$ cat src/rtl/xlr8_xb_fifo_bridge.sv
// xlr8_xb_fifo_bridge
//   Bridges the AVR data-memory register bus to a user XB through two byte
//   FIFOs: TX (AVR -> XB) and RX (XB -> AVR). Also provides a control
//   register, a status register with sticky error flags and a maskable,
//   level-sensitive interrupt.
//
// Ports
//   clk, rst         clock, synchronous active-high reset
//   clken            qualifies every state update
//   dbus_in          AVR write data
//   dbus_out         AVR read data (combinational, 0x00 when not read)
//   io_out_en        high while one of the four registers is read
//   ramadr, ramre,
//   ramwe, dm_sel    DM address / read enable / write enable / select
//   tx_data/valid    TX stream to XB, tx_ready from XB
//   rx_data/valid    RX stream from XB, rx_ready to XB
//   xb_enable        CTRL.EN
//   irq              interrupt request
//
// CTRL   : [0] EN [1] RXIE [2] TXIE [3] ERRIE [6:4] spare [7] FLUSH (wo)
// STATUS : [0] TX_EMPTY [1] TX_FULL [2] RX_EMPTY [3] RX_FULL
//          [4] TX_OVF (w1c) [5] RX_UDF (w1c) [6] irq [7] 0
module xlr8_xb_fifo_bridge #(
  parameter logic [7:0] CTRL_ADDR   = 8'h00,
  parameter logic [7:0] STATUS_ADDR = 8'h00,
  parameter logic [7:0] TXD_ADDR    = 8'h00,
  parameter logic [7:0] RXD_ADDR    = 8'h00,
  parameter int         DEPTH       = 8
) (
  input  logic       clk,
  input  logic       rst,
  input  logic       clken,
  input  logic [7:0] dbus_in,
  output logic [7:0] dbus_out,
  output logic       io_out_en,
  input  logic [7:0] ramadr,
  input  logic       ramre,
  input  logic       ramwe,
  input  logic       dm_sel,
  output logic [7:0] tx_data,
  output logic       tx_valid,
  input  logic       tx_ready,
  input  logic [7:0] rx_data,
  input  logic       rx_valid,
  output logic       rx_ready,
  output logic       xb_enable,
  output logic       irq
);

  localparam int AW = $clog2(DEPTH);
  localparam int CW = AW + 1;
  localparam logic [CW-1:0] FULL_CNT = CW'(DEPTH);

  logic [6:0]    r_ctrl;
  logic          r_tx_ovf;
  logic          r_rx_udf;
  logic [7:0]    r_tx_mem [DEPTH];
  logic [7:0]    r_rx_mem [DEPTH];
  logic [AW-1:0] r_tx_wp, r_tx_rp, r_rx_wp, r_rx_rp;
  logic [CW-1:0] r_tx_cnt, r_rx_cnt;

  logic w_ctrl_re, w_ctrl_we, w_stat_re, w_stat_we;
  logic w_txd_re, w_txd_we, w_rxd_re;
  logic w_tx_empty, w_tx_full, w_rx_empty, w_rx_full;
  logic w_flush, w_tx_push, w_tx_pop, w_rx_push, w_rx_pop;
  logic w_ovf_set, w_udf_set;
  logic [7:0] w_status;
  logic [7:0] w_rd;

  assign w_ctrl_re = dm_sel && (ramadr == CTRL_ADDR)   && ramre;
  assign w_ctrl_we = dm_sel && (ramadr == CTRL_ADDR)   && ramwe;
  assign w_stat_re = dm_sel && (ramadr == STATUS_ADDR) && ramre;
  assign w_stat_we = dm_sel && (ramadr == STATUS_ADDR) && ramwe;
  assign w_txd_re  = dm_sel && (ramadr == TXD_ADDR)    && ramre;
  assign w_txd_we  = dm_sel && (ramadr == TXD_ADDR)    && ramwe;
  assign w_rxd_re  = dm_sel && (ramadr == RXD_ADDR)    && ramre;

  assign w_tx_empty = (r_tx_cnt == '0);
  assign w_tx_full  = (r_tx_cnt == FULL_CNT);
  assign w_rx_empty = (r_rx_cnt == '0);
  assign w_rx_full  = (r_rx_cnt == FULL_CNT);

  assign xb_enable = r_ctrl[0];
  assign tx_valid  = r_ctrl[0] && !w_tx_empty;
  assign tx_data   = r_tx_mem[r_tx_rp];
  assign rx_ready  = r_ctrl[0] && !w_rx_full && clken;

  // Flush overrides every push/pop in its cycle. Full/empty are judged on
  // the pre-edge counts, so a push into a full TX FIFO is dropped even if
  // the XB pops in the same cycle.
  assign w_flush   = clken && w_ctrl_we && dbus_in[7];
  assign w_tx_pop  = tx_valid && tx_ready && clken && !w_flush;
  assign w_tx_push = w_txd_we && clken && !w_tx_full && !w_flush;
  assign w_ovf_set = w_txd_we && clken && w_tx_full;
  assign w_rx_push = rx_valid && rx_ready && !w_flush;
  assign w_rx_pop  = w_rxd_re && clken && !w_rx_empty && !w_flush;
  assign w_udf_set = w_rxd_re && clken && w_rx_empty;

  assign irq = (r_ctrl[1] && !w_rx_empty) || (r_ctrl[2] && w_tx_empty) ||
               (r_ctrl[3] && (r_tx_ovf || r_rx_udf));

  assign w_status = {1'b0, irq, r_rx_udf, r_tx_ovf,
                     w_rx_full, w_rx_empty, w_tx_full, w_tx_empty};

  always_comb begin
    w_rd = 8'h00;
    if (w_ctrl_re) w_rd = {1'b0, r_ctrl};
    if (w_stat_re) w_rd = w_status;
    if (w_rxd_re)  w_rd = w_rx_empty ? 8'h00 : r_rx_mem[r_rx_rp];
  end

  assign dbus_out  = w_rd;
  assign io_out_en = w_ctrl_re || w_stat_re || w_txd_re || w_rxd_re;

  always_ff @(posedge clk) begin
    if (rst) begin
      r_ctrl   <= '0;
      r_tx_ovf <= 1'b0;
      r_rx_udf <= 1'b0;
      r_tx_wp  <= '0;
      r_tx_rp  <= '0;
      r_rx_wp  <= '0;
      r_rx_rp  <= '0;
      r_tx_cnt <= '0;
      r_rx_cnt <= '0;
    end else if (clken) begin
      if (w_ctrl_we) r_ctrl <= dbus_in[6:0];

      // set beats write-1-to-clear
      if (w_ovf_set)                    r_tx_ovf <= 1'b1;
      else if (w_stat_we && dbus_in[4]) r_tx_ovf <= 1'b0;
      if (w_udf_set)                    r_rx_udf <= 1'b1;
      else if (w_stat_we && dbus_in[5]) r_rx_udf <= 1'b0;

      if (w_flush) begin
        r_tx_wp  <= '0;
        r_tx_rp  <= '0;
        r_rx_wp  <= '0;
        r_rx_rp  <= '0;
        r_tx_cnt <= '0;
        r_rx_cnt <= '0;
      end else begin
        if (w_tx_push) r_tx_wp <= r_tx_wp + 1'b1;
        if (w_tx_pop)  r_tx_rp <= r_tx_rp + 1'b1;
        if (w_rx_push) r_rx_wp <= r_rx_wp + 1'b1;
        if (w_rx_pop)  r_rx_rp <= r_rx_rp + 1'b1;
        case ({w_tx_push, w_tx_pop})
          2'b10:   r_tx_cnt <= r_tx_cnt + 1'b1;
          2'b01:   r_tx_cnt <= r_tx_cnt - 1'b1;
          default: ;
        endcase
        case ({w_rx_push, w_rx_pop})
          2'b10:   r_rx_cnt <= r_rx_cnt + 1'b1;
          2'b01:   r_rx_cnt <= r_rx_cnt - 1'b1;
          default: ;
        endcase
      end
    end
  end

  // Storage is not reset; the counts alone decide what is valid.
  always_ff @(posedge clk) begin
    if (!rst && w_tx_push) r_tx_mem[r_tx_wp] <= dbus_in;
    if (!rst && w_rx_push) r_rx_mem[r_rx_wp] <= rx_data;
  end

endmodule
$ cat config.mk
export PLATFORM = sky130hd
export DESIGN_NAME = xlr8_xb_fifo_bridge
export DESIGN_NICKNAME = d
export VERILOG_FILES = /design/src/rtl/xlr8_xb_fifo_bridge.sv
export SDC_FILE = /design/constraint.sdc
export NUM_CORES = 1
export LEC_CHECK = 0
export CORE_ASPECT_RATIO = 0.7
export CORE_UTILIZATION = 47
export CTS_BUF_LIST = sky130_fd_sc_hd__clkbuf_8
export CTS_CLUSTER_SIZE = 14
export DETAILED_ROUTE_END_ITERATION = 7
export GPL_TIMING_DRIVEN = 1
export HOLD_SLACK_MARGIN = 0.03
export PLACE_DENSITY = 0.79
export SYNTH_ARGS = -nofsm -noshare
export SYNTH_HDL_FRONTEND = slang
export SYNTH_SLANG_ARGS = --single-unit
$ cat constraint.sdc
create_clock -name clk -period 5.35 [get_ports clk]
set_input_delay 1.605 -clock clk [delete_from_list [all_inputs] [get_ports clk]]
set_output_delay 1.605 -clock clk [all_outputs]
set_load 0.01 [all_outputs]
==> summary by stage <==
Worst hold path
The worst hold path begins at r_rx_rp[1]$_SDFFE_PP0P_. The worst hold path terminates at r_rx_rp[1]$_SDFFE_PP0P_. The class of the worst hold path is flop to flop.

The depth of the worst hold-timing path is 2.

Global routing
The number of antenna violations at the first check in global routing is 0. Global routing used about a fifth of the available tracks. The pin count of the biggest net entering global routing is 21. After global routing the overflow that remains totals 0.

The number of global-route vias before repair was around 3700. The first-pass GRT wire length is between 20000 and 25000 um.

Worst setup path
The number of cells on the worst reg-to-reg path is 14. Traced cell by cell, the critical path runs through clkdlybuf4s50_1, or4_4, or4_1, buf_4, nor2_1, clkdlybuf4s15_1. The worst flop-to-flop path endpoint is r_rx_cnt[3]$_SDFFE_PP0P_.

In this design, the stage delay of the slowest critical-path cell is approximately 0.55 ns. The beginning of the worst register-to-register path is r_rx_cnt[0]$_SDFFE_PP0P_. The category of the worst setup path capture point is a primary output.

The type of the worst setup path is input pin to primary output. Data arrives at the worst endpoint at around 3.7 ns. The type of origin of the critical path is an input pin. Among all stages on the critical path, the largest delay is contributed by sky130_fd_sc_hd__or4_4. The required time of the critical path is 3.74 ns. Along the worst path, the maximum fanout reaches 9. The setup check on the worst reg-to-reg path leaves a slack of ~2.2 ns. The source of the critical timing path is ramadr[2].

Placement
The number of I/O port buffers is 52. Summed over all nets, the half-perimeter wirelength after detailed placement is between 8000 and 9000 um. The placed instances occupy a cell area of about 0.0074 mm2. The routability-driven placement congestion ratio is around 0.88. The post-placement cell count is approximately 650.

Die
The effective utilization at floorplan is between 40% and 50%. After floorplanning, the core was divided into 35 placement rows. 53 I/O pins were placed. The width of the chip is about 140 um. The die covers 0.0143 mm2. The floorplan die height is around 100 um. After floorplanning, the core was sized to cover 0.0133 mm2.

Synthesis
The net count after synthesis is 439. Synthesis handed over a netlist of between 300 and 400 instances. The share of flip-flops with an asynchronous set or reset is 0%. The post-synthesis area per instance is between 15 and 20 um2. The number of enable-type register cells in the synthesized netlist is between 100 and 150.

During synthesis, Yosys emitted a total of 0 warnings. The netlist area before placement is ~0.0065 mm2. Counting distinct cell types in the post-synthesis netlist gives 42. The primary flip-flop cell chosen by synthesis mapping is sky130_fd_sc_hd__edfxtp_1. The post-synthesis sequential element count is 160. The post-synthesis sequential area ratio is 69.1%.

Power
The clock network burns a little over a third of the power. In this run the power density over the cells is ~280 mW/mm2. Across the VDD grid, the largest voltage drop is around 140 uV. Summed over all nets, the switching power comes to 445 uW. The share of total power in sequential cells is approximately three fifths. The proportion of total power due to net switching is ~20%. The internal power is roughly 1.7 mW. In this run, the combinational gates consume 2.3% of the power. The leakage component of the power is ~2.5 nW.

Timing
The upper clock frequency limit is about 190 MHz. Setup violations remaining at the end of the flow were counted as 0. The final max-slew violation count came to 0. Setup repair after global routing left no endpoint under its margin.

The number of hold violations in the final report came to 0. The final critical-path required period is about 5.3 ns. At the pin with the least slew margin, the transition time is just under 0.9 ns.

The post-route fraction of the period consumed by the critical path is a little over nine tenths. The clock arrives with 0.0123 ns of skew. The worst pin sits at a relative slew slack of a little over two fifths.

Clock tree
The clock transition at the registers of the reported paths is 0.08 ns. The clock tree from TritonCTS is done. For the worst-skew pair, the clock arrives at the later sink with an insertion delay of 0.44 ns. The number of clock sinks is 160.

Counting along the longest clock path gives a buffer depth of 2. The TritonCTS buffer count is 17. The quantity of hold-fixing buffers added after cts is 0.

The CTS root buffer is sky130_fd_sc_hd__clkbuf_8. CTS built an H-tree with a depth of 4.

Route
The remaining antenna violation count is 0. For this run, the detailed router's first-pass iteration total came to 5. The total via count in the routed design is 3723. For this block, the routed nets add up to roughly 13000 um of wire. The routed length per instance is around 19 um.

In the routed layout, each cell is associated on average with a via count of between 5 and 6. After the first detailed-routing iteration, the DRC count stood at 275. The count of unresolved DRC violations after routing is 0.

Final layout
The number of nets in the finished design is between 500 and 600. Once layout is done, the placed cells without fillers occupy between 0.007 and 0.008 mm2. Cells with a size suffix above 1 make up around a fifth of the layout.

Leaving out filler cells and counting taps, the final layout contains between 600 and 700. The number of antenna cells inserted is 0. Compared with the post-synthesis result, the final layout area differs by 18.9%.

The final core utilization is between 50% and 60%.

Flow run
The number of max-cap violations is 0.

Status
The run finished with clean final reports.
==> through the flow <==
step,setup WS (ns),hold WS (ns),total power [mW],setup TNS [ns]
5_1_grt,0.0113,0.521,2.23,0
6_report,0.0803,0.484,2.16,0
4_1_cts,0.0309,0.484,2.18,0
2_1_floorplan,0.602,0.448,1.38,0
3_5_place_dp,-0.249,0.476,1.42,-1.65
3_3_place_gp,-0.209,0.465,1.41,-1.32
==> cells in the final DEF (no fill, tap or decap), types with 7 or more instances in the layout <==
| master | n |
|---|---|
| sky130_fd_sc_hd__edfxtp_1 | 128 |
| sky130_fd_sc_hd__ha_1 | 8 |
| sky130_fd_sc_hd__dfxtp_1 | 32 |
| sky130_fd_sc_hd__nand3_1 | 8 |
| sky130_fd_sc_hd__nand2b_1 | 8 |
| sky130_fd_sc_hd__clkbuf_8 | 17 |
| sky130_fd_sc_hd__mux4_2 | 32 |
| sky130_fd_sc_hd__mux2i_1 | 13 |
| sky130_fd_sc_hd__clkdlybuf4s50_1 | 44 |
| sky130_fd_sc_hd__xor2_1 | 7 |
| sky130_fd_sc_hd__nor3_1 | 12 |
| sky130_fd_sc_hd__nor2_1 | 36 |
| sky130_fd_sc_hd__nand2_1 | 27 |
| sky130_fd_sc_hd__mux2_2 | 8 |
| sky130_fd_sc_hd__buf_4 | 27 |
| sky130_fd_sc_hd__a21oi_1 | 14 |
| sky130_fd_sc_hd__inv_1 | 8 |
==> worst max-delay path by stage <==
stage | cells past startpoint | endpoint | slack [ns]
floorplan | 4 | dbus_out[0] | 0.60
global placement | 6 | dbus_out[0] | -0.21
detailed placement | 6 | dbus_out[7] | -0.25
CTS | 6 | dbus_out[7] | 0.03
global route | 6 | dbus_out[5] | 0.01
finish | 6 | dbus_out[7] | 0.08
==> registers in the layout (all words and copies together), names as in the netlist, 4 cells and up, named ones only <==
| register | cells |
|---|---|
| r_ctrl | 4 |
| r_rx_mem | 64 |
| r_tx_cnt | 4 |
| r_rx_cnt | 4 |
| r_tx_mem | 64 |
==> cells in the mapped netlist (3+ instances only) <==
master	instances	area [um2]
sky130_fd_sc_hd__a21o_1	3	22.5
sky130_fd_sc_hd__a21oi_1	14	70.1
sky130_fd_sc_hd__buf_1	5	18.8
sky130_fd_sc_hd__clkbuf_1	10	37.5
sky130_fd_sc_hd__dfxtp_1	32	641
sky130_fd_sc_hd__edfxtp_1	128	3840
sky130_fd_sc_hd__ha_1	8	100
sky130_fd_sc_hd__inv_1	3	11.3
sky130_fd_sc_hd__mux2_2	8	90.1
sky130_fd_sc_hd__mux2i_1	13	130
sky130_fd_sc_hd__mux4_2	32	721
sky130_fd_sc_hd__nand2_1	27	101
sky130_fd_sc_hd__nand2b_1	8	50.1
sky130_fd_sc_hd__nand3_1	8	40.0
sky130_fd_sc_hd__nor2_1	36	135
sky130_fd_sc_hd__nor3_1	12	60.1
sky130_fd_sc_hd__nor4_1	4	25.0
sky130_fd_sc_hd__o21ai_0	5	25.0
sky130_fd_sc_hd__or3_1	6	37.5
sky130_fd_sc_hd__xnor2_1	4	35.0
sky130_fd_sc_hd__xor2_1	7	61.3
==> kinds of logic after synthesis <==
kind of cell / count (synthesis) / synth area share (%)
xor+xnor: 11 / 1.49
buf+inv: 19 / 1.12
mux: 53 / 14.5
simple gates: 118 / 9.26
flops: 160 / 69.1
fa+ha+maj: 10 / 2.16
compound gates: 26 / 2.32
==> metal layers <==
metal	routed length [um]	GRT usage [%]	vias up	share of wire (%)
met1	5950	27.6	1896	47
met4	127	7.44	0	0.99
met2	6060	30.2	111	47
met3	627	4.34	15	4.9
met5	0	0	-	0
li1	-	-	1701	-
==> repair_timing <==
item / 4_1_cts / 5_1_grt
setup endpoints to repair: 8 / 3
setup buffers: 0 / 0
endpoints found under the hold margin: 0 / 0
resized for setup: 8 / 3
pin swaps: 0 / 0
==> final cells by class <==
type                    instances  area (um2)
clock buffers                  17         234
well taps                     185         231
multi-input cells             218        1930
inverters                       3        11.3
flip-flops and latches        160        4480
clock inverters                14         104
repair buffers                 79         717
fillers                      1044        5600
==> critical path: cells and delay by family <==
family | cells | cell delay (ns)
AND/OR/NAND/NOR | 3 | 1.20
buffers and inverters | 3 | 0.85
==> power groups by stage <==
stage | logic [mW] | clock network [mW] | registers (mW)
floorplan | 0.00839 | 0 | 1.37
global placement | 0.0471 | 0 | 1.37
detailed placement | 0.0493 | 0 | 1.37
CTS | 0.0494 | 0.793 | 1.34
global route | 0.0526 | 0.839 | 1.34
finish | 0.0493 | 0.776 | 1.34
Note: power is estimated with default switching activity, not from simulation.
